$ cat config.mk
export PLATFORM = sky130hd
export DESIGN_NAME = serial_stimulus_tx_flat
export DESIGN_NICKNAME = d
export VERILOG_FILES = /design/src/rtl/serial_pkg.sv /design/src/rtl/serial_stimulus_tx_if.sv /design/src/rtl/serial_fifo.sv /design/src/rtl/serial_stimulus_tx.sv /design/src/flat_wrapper.sv
export SDC_FILE = /design/constraint.sdc
export NUM_CORES = 1
export LEC_CHECK = 0
export ABC_CLOCK_PERIOD_IN_PS = 2850
export CORE_MARGIN = 4
export CORE_UTILIZATION = 40
export CTS_CLUSTER_SIZE = 10
export DETAILED_ROUTE_END_ITERATION = 10
export REMOVE_ABC_BUFFERS = 1
export SYNTH_ARGS = -nofsm -noshare
export SYNTH_HDL_FRONTEND = slang
export SYNTH_HIERARCHICAL = 1
export SYNTH_SLANG_ARGS = --single-unit
$ cat constraint.sdc
create_clock -name Clock -period 2.85 [get_ports Clock]
set_input_delay 0.4275 -clock Clock [delete_from_list [all_inputs] [get_ports Clock]]
set_output_delay 0.4275 -clock Clock [all_outputs]
set_load 0.01 [all_outputs]
$ cat src/rtl/serial_pkg.sv
// serial_pkg
//  Shared types for the serial stimulus blocks (TX today, RX later).
//  parity_e   : parity mode selected by a block parameter
//  tx_state_e : transmitter frame sequencer states
package serial_pkg;

  typedef enum logic [1:0] {
    PAR_NONE = 2'd0,
    PAR_EVEN = 2'd1,
    PAR_ODD  = 2'd2
  } parity_e;

  typedef enum logic [2:0] {
    TX_IDLE   = 3'd0,
    TX_START  = 3'd1,
    TX_DATA   = 3'd2,
    TX_PARITY = 3'd3,
    TX_STOP   = 3'd4
  } tx_state_e;

endpackage

$ cat src/rtl/serial_stimulus_tx_if.sv
// serial_stimulus_tx_if
//  Byte write handshake into the transmitter FIFO.
//  WrData  : byte to queue (DATA_BITS wide)
//  WrValid : push request from the producer
//  WrReady : FIFO has room; a push happens when WrValid && WrReady
//  master = producer side, slave = transmitter side.
interface serial_stimulus_tx_if #(
  parameter int DATA_BITS = 8
);

  logic [DATA_BITS-1:0] WrData;
  logic                 WrValid;
  logic                 WrReady;

  modport master (output WrData, output WrValid, input WrReady);
  modport slave  (input WrData, input WrValid, output WrReady);

endinterface

$ cat src/rtl/serial_fifo.sv
// serial_fifo
//  Small synchronous FIFO with an occupancy counter, shared by the serial TX/RX blocks.
//  Clock      : rising-edge clock
//  Reset      : synchronous active-low reset, empties the FIFO
//  push_i     : write request, ignored while full
//  pushData_i : write data
//  pop_i      : read request, ignored while empty
//  popData_o  : head entry (valid while not empty)
//  full_o     : no free entry
//  empty_o    : no stored entry
//  level_o    : current number of stored entries
module serial_fifo #(
  parameter int DEPTH = 8,
  parameter int WIDTH = 8
) (
  input  logic                     Clock,
  input  logic                     Reset,
  input  logic                     push_i,
  input  logic [WIDTH-1:0]         pushData_i,
  input  logic                     pop_i,
  output logic [WIDTH-1:0]         popData_o,
  output logic                     full_o,
  output logic                     empty_o,
  output logic [$clog2(DEPTH):0]   level_o
);

  localparam int AW = $clog2(DEPTH);
  localparam int LW = AW + 1;

  logic [WIDTH-1:0] mem_q [DEPTH];
  logic [AW-1:0]    wrPtr_q;
  logic [AW-1:0]    rdPtr_q;
  logic [LW-1:0]    level_q;
  logic [LW-1:0]    level_d;
  logic             doPush;
  logic             doPop;

  // Full/empty come straight from the registered level, so a pop never
  // opens a slot for a push in the same cycle.
  assign full_o    = (level_q == LW'(DEPTH));
  assign empty_o   = (level_q == '0);
  assign level_o   = level_q;
  assign popData_o = mem_q[rdPtr_q];
  assign doPush    = push_i && !full_o;
  assign doPop     = pop_i && !empty_o;

  // Occupancy only moves when exactly one of push/pop takes effect.
  always_comb begin
    level_d = level_q;
    if (doPush && !doPop) begin
      level_d = level_q + 1'b1;
    end else if (!doPush && doPop) begin
      level_d = level_q - 1'b1;
    end
  end

  // Pointers wrap naturally because DEPTH is a power of two.
  always_ff @(posedge Clock) begin
    if (!Reset) begin
      wrPtr_q <= '0;
      rdPtr_q <= '0;
      level_q <= '0;
    end else begin
      if (doPush) wrPtr_q <= wrPtr_q + 1'b1;
      if (doPop)  rdPtr_q <= rdPtr_q + 1'b1;
      level_q <= level_d;
    end
  end

  // Storage needs no reset; stale entries are never visible past level.
  always_ff @(posedge Clock) begin
    if (doPush) mem_q[wrPtr_q] <= pushData_i;
  end

endmodule

$ cat src/rtl/serial_stimulus_tx.sv
// serial_stimulus_tx
//  UART-style byte transmitter fed from a small FIFO. Frame = start bit, DATA_BITS
//  data bits LSB first, optional parity bit, STOP_BITS stop bits.
//  Clock     : rising-edge clock
//  Reset     : synchronous active-low reset, aborts any frame at once
//  BaudDiv   : clocks per bit minus one, captured at the start of each frame
//  wr        : byte push handshake (WrData/WrValid/WrReady)
//  Txd       : registered serial line, idles high
//  Busy      : frame in progress or bytes still queued
//  Level     : FIFO occupancy
//  FrameDone : one-cycle pulse right after the last stop bit
module serial_stimulus_tx
  import serial_pkg::*;
#(
  parameter int      DATA_BITS  = 8,
  parameter parity_e PARITY     = PAR_NONE,
  parameter int      STOP_BITS  = 1,
  parameter int      FIFO_DEPTH = 8,
  parameter int      DIV_W      = 16
) (
  input  logic                          Clock,
  input  logic                          Reset,
  input  logic [DIV_W-1:0]              BaudDiv,
  serial_stimulus_tx_if.slave           wr,
  output logic                          Txd,
  output logic                          Busy,
  output logic [$clog2(FIFO_DEPTH):0]   Level,
  output logic                          FrameDone
);

  tx_state_e            state_q;
  logic [DATA_BITS-1:0] shift_q;
  logic [DIV_W-1:0]     baudCnt_q;
  logic [DIV_W-1:0]     baudDiv_q;
  logic [2:0]           bitCnt_q;
  logic                 parity_q;
  logic                 txd_q;
  logic                 frameDone_q;

  logic                 fifoFull;
  logic                 fifoEmpty;
  logic [DATA_BITS-1:0] fifoData;
  logic                 fifoPop;
  logic                 bitEnd;
  logic                 lastStop;

  serial_fifo #(
    .DEPTH (FIFO_DEPTH),
    .WIDTH (DATA_BITS)
  ) u_fifo (
    .Clock      (Clock),
    .Reset      (Reset),
    .push_i     (wr.WrValid),
    .pushData_i (wr.WrData),
    .pop_i      (fifoPop),
    .popData_o  (fifoData),
    .full_o     (fifoFull),
    .empty_o    (fifoEmpty),
    .level_o    (Level)
  );

  assign wr.WrReady = !fifoFull;
  assign Txd        = txd_q;
  assign FrameDone  = frameDone_q;
  assign Busy       = (state_q != TX_IDLE) || (Level != '0);

  // A bit period ends when the baud counter reaches the divider latched
  // for this frame, so BaudDiv changes only take effect on the next frame.
  assign bitEnd   = (baudCnt_q == baudDiv_q);
  assign lastStop = (bitCnt_q == 3'(STOP_BITS - 1));

  // The head byte leaves the FIFO either from IDLE or on the final stop
  // clock, the latter giving back-to-back frames with no idle gap.
  assign fifoPop = !fifoEmpty &&
                   ((state_q == TX_IDLE) ||
                    ((state_q == TX_STOP) && bitEnd && lastStop));

  // Frame sequencer. Txd is always assigned the value of the bit that the
  // next cycle will carry, so the line comes straight from a flop.
  always_ff @(posedge Clock) begin
    if (!Reset) begin
      state_q     <= TX_IDLE;
      shift_q     <= '0;
      baudCnt_q   <= '0;
      baudDiv_q   <= '0;
      bitCnt_q    <= '0;
      parity_q    <= 1'b0;
      txd_q       <= 1'b1;
      frameDone_q <= 1'b0;
    end else begin
      frameDone_q <= 1'b0;
      case (state_q)
        TX_IDLE: begin
          txd_q <= 1'b1;
          if (fifoPop) begin
            shift_q   <= fifoData;
            baudDiv_q <= BaudDiv;
            baudCnt_q <= '0;
            bitCnt_q  <= '0;
            parity_q  <= (PARITY == PAR_ODD);
            txd_q     <= 1'b0;
            state_q   <= TX_START;
          end
        end

        TX_START: begin
          if (bitEnd) begin
            baudCnt_q <= '0;
            txd_q     <= shift_q[0];
            state_q   <= TX_DATA;
          end else begin
            baudCnt_q <= baudCnt_q + 1'b1;
          end
        end

        // parity_q starts at 1 for odd parity so that folding every data
        // bit in yields the bit to send for either mode.
        TX_DATA: begin
          if (bitEnd) begin
            baudCnt_q <= '0;
            parity_q  <= parity_q ^ shift_q[0];
            shift_q   <= shift_q >> 1;
            if (bitCnt_q == 3'(DATA_BITS - 1)) begin
              bitCnt_q <= '0;
              if (PARITY != PAR_NONE) begin
                txd_q   <= parity_q ^ shift_q[0];
                state_q <= TX_PARITY;
              end else begin
                txd_q   <= 1'b1;
                state_q <= TX_STOP;
              end
            end else begin
              bitCnt_q <= bitCnt_q + 1'b1;
              txd_q    <= shift_q[1];
            end
          end else begin
            baudCnt_q <= baudCnt_q + 1'b1;
          end
        end

        TX_PARITY: begin
          if (bitEnd) begin
            baudCnt_q <= '0;
            txd_q     <= 1'b1;
            state_q   <= TX_STOP;
          end else begin
            baudCnt_q <= baudCnt_q + 1'b1;
          end
        end

        TX_STOP: begin
          if (bitEnd) begin
            baudCnt_q <= '0;
            if (lastStop) begin
              frameDone_q <= 1'b1;
              bitCnt_q    <= '0;
              if (fifoPop) begin
                shift_q   <= fifoData;
                baudDiv_q <= BaudDiv;
                parity_q  <= (PARITY == PAR_ODD);
                txd_q     <= 1'b0;
                state_q   <= TX_START;
              end else begin
                txd_q   <= 1'b1;
                state_q <= TX_IDLE;
              end
            end else begin
              bitCnt_q <= bitCnt_q + 1'b1;
            end
          end else begin
            baudCnt_q <= baudCnt_q + 1'b1;
          end
        end

        default: begin
          txd_q   <= 1'b1;
          state_q <= TX_IDLE;
        end
      endcase
    end
  end

endmodule

$ cat src/flat_wrapper.sv
// flat-port wrapper written by rule: the top's interface ports become plain ports
module serial_stimulus_tx_flat import serial_pkg::*;
#(
  parameter int      DATA_BITS  = 8,
  parameter parity_e PARITY     = PAR_NONE,
  parameter int      STOP_BITS  = 1,
  parameter int      FIFO_DEPTH = 8,
  parameter int      DIV_W      = 16
)
  (Clock, Reset, BaudDiv, Txd, Busy, Level, FrameDone, wr_WrData, wr_WrValid, wr_WrReady);
  serial_stimulus_tx_if #(.DATA_BITS(DATA_BITS)) wr_i ();
  input  logic Clock;
  input  logic Reset;
  input  logic [DIV_W-1:0] BaudDiv;
  output logic Txd;
  output logic Busy;
  output logic [$clog2(FIFO_DEPTH):0] Level;
  output logic FrameDone;
  input wire logic [$bits(wr_i.WrData)-1:0] wr_WrData;
  input wire logic [$bits(wr_i.WrValid)-1:0] wr_WrValid;
  output wire logic [$bits(wr_i.WrReady)-1:0] wr_WrReady;
  assign wr_i.WrData = wr_WrData;
  assign wr_i.WrValid = wr_WrValid;
  assign wr_WrReady = wr_i.WrReady;
  serial_stimulus_tx #(.DATA_BITS(DATA_BITS), .PARITY(PARITY), .STOP_BITS(STOP_BITS), .FIFO_DEPTH(FIFO_DEPTH), .DIV_W(DIV_W)) u_core (.Clock(Clock), .Reset(Reset), .BaudDiv(BaudDiv), .wr(wr_i), .Txd(Txd), .Busy(Busy), .Level(Level), .FrameDone(FrameDone));
endmodule
# ---- Yosys cells after proc, flatten, opt, wreduce, memory -nomap -nowiden
# Memories as Yosys holds them, arrays and structs flattened. A register that Yosys moved wholly into a read port is not among the register bits.
# Index checks and enable logic that the tools add are counted.
dict set report totals {
  ff_bits 58
  mem_bits_rw 64
  input_bits 27
  out_inout_bits 8
  wordCells 103
  n_memories 1
}
# name depth width rd rd_ports_with_merged_regs wr line
set mem_list {}
lappend mem_list {u_core.u_fifo.mem_q 8 8 1 1 1 serial_fifo.sv:30} ;# logic [WIDTH-1:0] mem_q [DEPTH];
dict set report classes {
  n_addsub 6
  eq_ne 14
  muxes 42
  n_reduce_logical 30
}
# operator count
set op_table {}
lappend op_table {{$mux 16} 5}
lappend op_table {{$pmux 16 s2} 2}
lappend op_table {{$mux 3} 14}
lappend op_table {{$mux 8} 4}
lappend op_table {{$pmux 8 s3} 1}
lappend op_table {{$add 16x1->16 const B} 1}
lappend op_table {{$eq 16x16->1} 1}
lappend op_table {{$pmux 3 s5} 1}
lappend op_table {{$ne 2x1->1 const B} 6}
lappend op_table {{$mux 1} 11}
lappend op_table {{$add 3x1->3 const B} 3}
lappend op_table {{$pmux 3 s3} 1}
lappend op_table {{$mux 4} 2}
lappend op_table {{$reduce_and 4->1} 2}
lappend op_table {{$logic_and 1x1->1} 7}
lappend op_table {{$reduce_and 7->1} 1}
lappend op_table {{$eq 3x2->1 const B} 2}
lappend op_table {{$eq 3x3->1 const B} 2}
lappend op_table {{$logic_not 3->1} 2}
lappend op_table {{$reduce_and 3->1} 2}
lappend op_table {{$reduce_bool 2->1} 3}
lappend op_table {{$reduce_bool 3->1} 2}
lappend op_table {{$pmux 1 s5} 1}
lappend op_table {{$reduce_and 5->1} 1}
lappend op_table {{other kinds (11)} 15}

# ---- Depth between registers and ports, before layout
dict set report logic_depth {
  depth_word 9
  ltp_mapped 15
  ltp_nobuf 13
}

# ---- By module
# Netlist, hierarchy kept.
# mod instances cells_per_inst area_each_um2 seq_area_each_um2
set by_module_without_submodules {}
lappend by_module_without_submodules {serial_fifo 1 166 3166.8 2182.1}
lappend by_module_without_submodules {serial_stimulus_tx 1 293 2570.0 960.9}

# ---- Worst setup path before layout
# Ideal clock, no wire load.
dict set report synth_timing {
  path_kind {reg2reg}
  startpoint {register u_core.u_fifo.level_q[1] (netlist: u_core/u_fifo/level_o[1])}
  endpoint {register u_core.u_fifo.level_q[3] (netlist: u_core/u_fifo/level_o[3])}
  setup_time_ns 0.072
  t_arrival_ns 2.913
  required_time_ns 2.778
  path_slack_ns -0.135
  path_stages_with_launch 14
  n_path_buf 2
  period_less_slack_ns 2.985
  cell_sequence {dfxtp_1 nor4_1 nand2b_1 o31ai_2 buf_6 buf_12 o41ai_4 ha_1 inv_1 ha_1 a21oi_1 a211oi_1 a31oi_1 mux2i_1}
}
dict set report synth_via {
  elab_chain_len 7
  elab_cells_between_ends 16
  cone_classes {add/sub: 2; eq/ne: 1; mux: 2; reduce/logical: 11}
}
# item line
set synth_lines {}
lappend synth_lines {{start: declaration} serial_fifo.sv:33} ;# logic [LW-1:0] level_q;
lappend synth_lines {{start signal: assignment} serial_fifo.sv:66} ;# level_q <= level_d;
lappend synth_lines {{$logic_not 4->1 *} serial_fifo.sv:41} ;# assign empty_o = (level_q == '0);
lappend synth_lines {{named net u_core.fifoEmpty} serial_stimulus_tx.sv:41} ;# logic fifoEmpty;
lappend synth_lines {{$logic_not 1->1 *} serial_stimulus_tx.sv:74} ;# assign fifoPop = !fifoEmpty &&
lappend synth_lines {{$logic_and 1x1->1 *} serial_stimulus_tx.sv:74}
lappend synth_lines {{named net u_core.fifoPop} serial_stimulus_tx.sv:43} ;# logic fifoPop;
lappend synth_lines {{$logic_and 1x1->1 *} serial_fifo.sv:45} ;# assign doPop = pop_i && !empty_o;
lappend synth_lines {{$logic_not 1->1} serial_fifo.sv:50} ;# if (doPush && !doPop) begin
lappend synth_lines {{$logic_and 1x1->1} serial_fifo.sv:50}
lappend synth_lines {{$mux 4 or $reduce_bool 2->1 (tied branches)} -}
# The timed path passes the listed nets; every way through them passes the cells marked *. The select of a mux whose other input is x is not followed.
# A chain may end at the register's enable or synchronous reset.

# ---- Final worst setup path
dict set report layout_timing {
  startpoint {register u_core.baudDiv_q[11]}
  endpoint {register u_core.u_fifo.level_q[3] (netlist: u_core/u_fifo/level_o[3])}
}
dict set report layout_via {
  elab_chain_len 9
  elab_cells_between_ends 11
  cone_classes {eq/ne: 1; mux: 1; reduce/logical: 9}
}
# item line
set layout_lines {}
lappend layout_lines {{start: declaration} serial_stimulus_tx.sv:34} ;# logic [DIV_W-1:0] baudDiv_q;
lappend layout_lines {{start signal: assignment} serial_stimulus_tx.sv:97} ;# baudDiv_q <= BaudDiv;
lappend layout_lines {{start signal: assignment} serial_stimulus_tx.sv:159} ;# baudDiv_q <= BaudDiv;
lappend layout_lines {{$eq 16x16->1 *} serial_stimulus_tx.sv:69} ;# assign bitEnd = (baudCnt_q == baudDiv_q);
lappend layout_lines {{$logic_and 1x1->1 * (2 in a row)} serial_stimulus_tx.sv:76} ;# ((state_q == TX_STOP) && bitEnd && lastStop));
lappend layout_lines {{$logic_or 1x1->1 *} serial_stimulus_tx.sv:75} ;# ((state_q == TX_IDLE) ||
lappend layout_lines {{$logic_and 1x1->1 *} serial_stimulus_tx.sv:74}
lappend layout_lines {{$logic_and 1x1->1 *} serial_fifo.sv:45}
lappend layout_lines {{$logic_not 1->1} serial_fifo.sv:50}
lappend layout_lines {{$logic_and 1x1->1} serial_fifo.sv:50}
lappend layout_lines {{$mux 4 or $reduce_bool 2->1 (tied branches)} -}
# Every way passes the cells marked *; elsewhere a longest branch is shown, timed or not.

==> impl_metrics.tcl <==
set metrics [dict create \
    status "completed" \
    cp-start-kind "register" \
    clk_pin_slew_ns 0.06 \
    grt_first_pass_wirelength_um 18600 \
    avgRoutedWirePerCell_um 15.7 \
    cts_inserted_buffers 17 \
    wirelength_um 11300 \
    yosys_register_bits 125 \
    drtIter0Drc 170 \
    worst-slew-pin-transition_ns 0.697 \
    post_drt_via_cell_ratio 5.11 \
    rrSetupSlack_ns 0.08 \
    clk_latency_ns 0.41 \
    finalSetupViolCount 0 \
    min_path_type "reg2reg" \
    vdd_drop_max_uv 639 \
    async_flop_share_pct 0 \
    antenna_found_initial 0 \
    relSlewSlack_pct 53.3 \
    fmax_mhz 361 \
    report.final.slew_viol_count 0 \
    hold_violations 0 \
    r2r_start "u_core/baudDiv_q[11]$_SDFFE_PN0P_" \
    nets 566 \
    synth_area_leaders "edfxtp_1 34%, dfxtp_1 21%, mux4_1 7.3%" \
    yosysTopAreaCell "edfxtp_1" \
    crit_arrival_ns 3.12 \
    hold_path_startpoint "u_core/shift_q[4]$_SDFFE_PN0P_" \
    grt_usage_pct 14.8 \
    grt_pass1_vias 3683 \
    syn-cell-area_um2 5740 \
    reg2reg_depth 12 \
    syn-instance-count 459 \
    cts_root_buffer "clkbuf_16" \
    start_util_pct 41.0 \
    yosysSeqAreaShare_pct 54.8 \
    cp-end-kind "register" \
    synth.avg_cell_area_um2 12.5 \
    whs_path_depth 2 \
    drt_pass1_iterations 4 \
    cts_tree "done" \
    drc 0 \
    p_leak_nw 2.71 \
    fillCellCount 1213 \
    grt_max_degree 63 \
    core_area_um2 14000 \
    cts_sinks 125 \
    skew_ns 0.00675 \
    crit_fanout 3 \
    io_pins 35 \
    min_to "u_core/shift_q[4]$_SDFFE_PN0P_" \
    num_vias 3691 \
    htreeDepth 4 \
    yosysTopAreaCellShare_pct 33.5 \
    final_antenna_net_count 0 \
    place_hpwl_um 7300 \
    ys.flop_type "edfxtp_1" \
    die_w_um 128 \
    io_buffer_count 34 \
    finalCritPeriodShare_pct 97.2 \
    die_y_um 128 \
    crit_type "reg2reg" \
    cts.path.max_buffers 2 \
    finalInstanceArea_um2 7230 \
    ys_types 50 \
    antenna_cells 0 \
    maxCapViolCount 0 \
    ys_warn_count 6 \
    reg2reg_to "u_core/u_fifo/level_o[3]$_SDFFE_PN0P_" \
    postPlaceCellArea_um2 6450 \
    die-area_um2 16300 \
    drive_gt1_share_pct 20.5 \
    grt.overflow.total 0 \
    min_period_ns 2.77 \
    synth_edf_count 64 \
    syn_to_final_growth_pct 26.1 \
    rsz0062_at_grt "true" \
    routabilityCongestion 0.853 \
    whs_ns 0.457 \
    num_rows 43 \
    power_density_nw_per_um2 967 \
    crit_required_ns 3.20 \
]
layout make-up:
class | count | area (um2) | share of cell area (%)
clock buffers | 17 | 425 | 5.88
clock inverters | 15 | 231 | 3.20
inverters | 9 | 33.8 | 0.467
multi-input cells | 300 | 2500 | 34.6
well taps | 180 | 225 | 3.11
flip-flops and latches | 125 | 3150 | 43.5
repair buffers | 76 | 667 | 9.22
stage by stage:
step	setup slack [ns]	instances	power (W)	setup TNS, ns	util, %
after global placement	-0.0179	685	0.00440	-0.0179	46.1
after global routing	-0.0246	722	0.00739	-0.0246	51.7
after CTS	0.00267	718	0.00693	0	51.1
final	0.0798	722	0.00699	0	51.7
after detailed placement	-0.0661	685	0.00445	-0.0661	46.1
after floorplan	-1.39	434	0.00374	-8.91	-
sequential cells by signal, summed over array words and instances, names as in the netlist, named ones only:
name                   cells
u_core/shift_q             8
u_core/u_fifo/mem_q       64
u_core/u_fifo/wrPtr_q      3
u_core/FrameDone           1
u_core/baudCnt_q          16
u_core/u_fifo/level_o      4
u_core/bitCnt_q            3
u_core/u_fifo/rdPtr_q      3
u_core/baudDiv_q          16
u_core/Txd                 1
u_core/state_q             3
worst max path at each step:
stage | slack (ns) | startpoint | to | cells after the start
finish | 0.08 | u_core/baudDiv_q[11]$_SDFFE_PN0P_ | u_core/u_fifo/level_o[3]$_SDFFE_PN0P_ | 12
global route | -0.02 | u_core/baudDiv_q[9]$_SDFFE_PN0P_ | u_core/u_fifo/level_o[3]$_SDFFE_PN0P_ | 12
CTS | 0.003 | u_core/baudCnt_q[10]$_SDFFE_PN0P_ | u_core/u_fifo/level_o[3]$_SDFFE_PN0P_ | 12
detailed placement | -0.07 | u_core/baudCnt_q[14]$_SDFFE_PN0P_ | u_core/u_fifo/level_o[3]$_SDFFE_PN0P_ | 12
global placement | -0.02 | u_core/baudCnt_q[14]$_SDFFE_PN0P_ | u_core/u_fifo/level_o[3]$_SDFFE_PN0P_ | 12
floorplan | -1.39 | u_core/baudCnt_q[8]$_SDFFE_PN0P_ | u_core/u_fifo/level_o[3]$_SDFFE_PN0P_ | 12
cell usage in the layout, fill, tap and decap left out, types with 7 or more instances in the layout:
cell type        count
mux4_1              16
nor3_1              13
mux2_2              15
nor2b_1              7
clkdlybuf4s50_1     33
nor2_1              12
xnor2_1             15
buf_4               40
clkbuf_16           17
inv_1                8
nor3b_1             14
nor4_1               7
mux2i_1             29
dfxtp_1             57
nand3_1             10
edfxtp_1            64
nand2_1             68
xor2_1              20
and2_1               8
layer usage:
layer	GRT usage, %	wire [um]
met1	17.9	4970
met2	24.5	5710
met3	5.17	475
met4	5.37	157
met5	0	0
cells by family after synthesis:
| logic type | count (synthesis) | share of synthesized area (%) |
|---|---|---|
| simple gates | 168 | 15.1 |
| buf+inv | 34 | 3.16 |
| mux | 60 | 15.3 |
| compound gates | 26 | 3.82 |
| fa+ha+maj | 10 | 2.31 |
| flops | 125 | 54.8 |
| xor+xnor | 36 | 5.50 |
report_power, final:
group / leakage (nW) / internal (W) / switching (W) / total (W)
registers: 1.08 / 0.00217 / 0.000182 / 0.00235
clock network: 0.318 / 0.00157 / 0.000819 / 0.00239
logic: 1.31 / 0.00115 / 0.00110 / 0.00225
total: 2.71 / 0.00489 / 0.00210 / 0.00699
Yosys cell counts (all sizes together) (4+ instances only):
master,number
inv,9
mux4,16
dfxtp,61
edfxtp,64
nor3,13
nor2,12
nand2b,6
nand2,69
and3,4
clkbuf,15
o21ai,4
nor3b,14
nand3,11
nor2b,7
mux2,15
xor2,21
mux2i,29
and2,8
buf,10
nand4,5
xnor2,15
ha,9
nor4,11
worst max-delay path, stage by stage, from the launching register on:
cell	delay [ns]
dfxtp_2	0.32
xor2_1	0.17
nor4_2	0.34
nand4_1	0.26
o31ai_4	0.35
o41ai_4	0.14
ha_2	0.22
inv_2	0.09
ha_4	0.23
a21oi_4	0.16
a211oi_2	0.08
a31oi_1	0.17
mux2i_1	0.19
timing repair:
item / in CTS / in global routing
pin swaps: 6 / 10
resized for setup: 5 / 13
endpoints found under the setup margin: 1 / 2
cloned: 0 / 0
buffers inserted: 1 / 4
hold buffers: 0 / 0
Power figures use the tool's default switching activity.
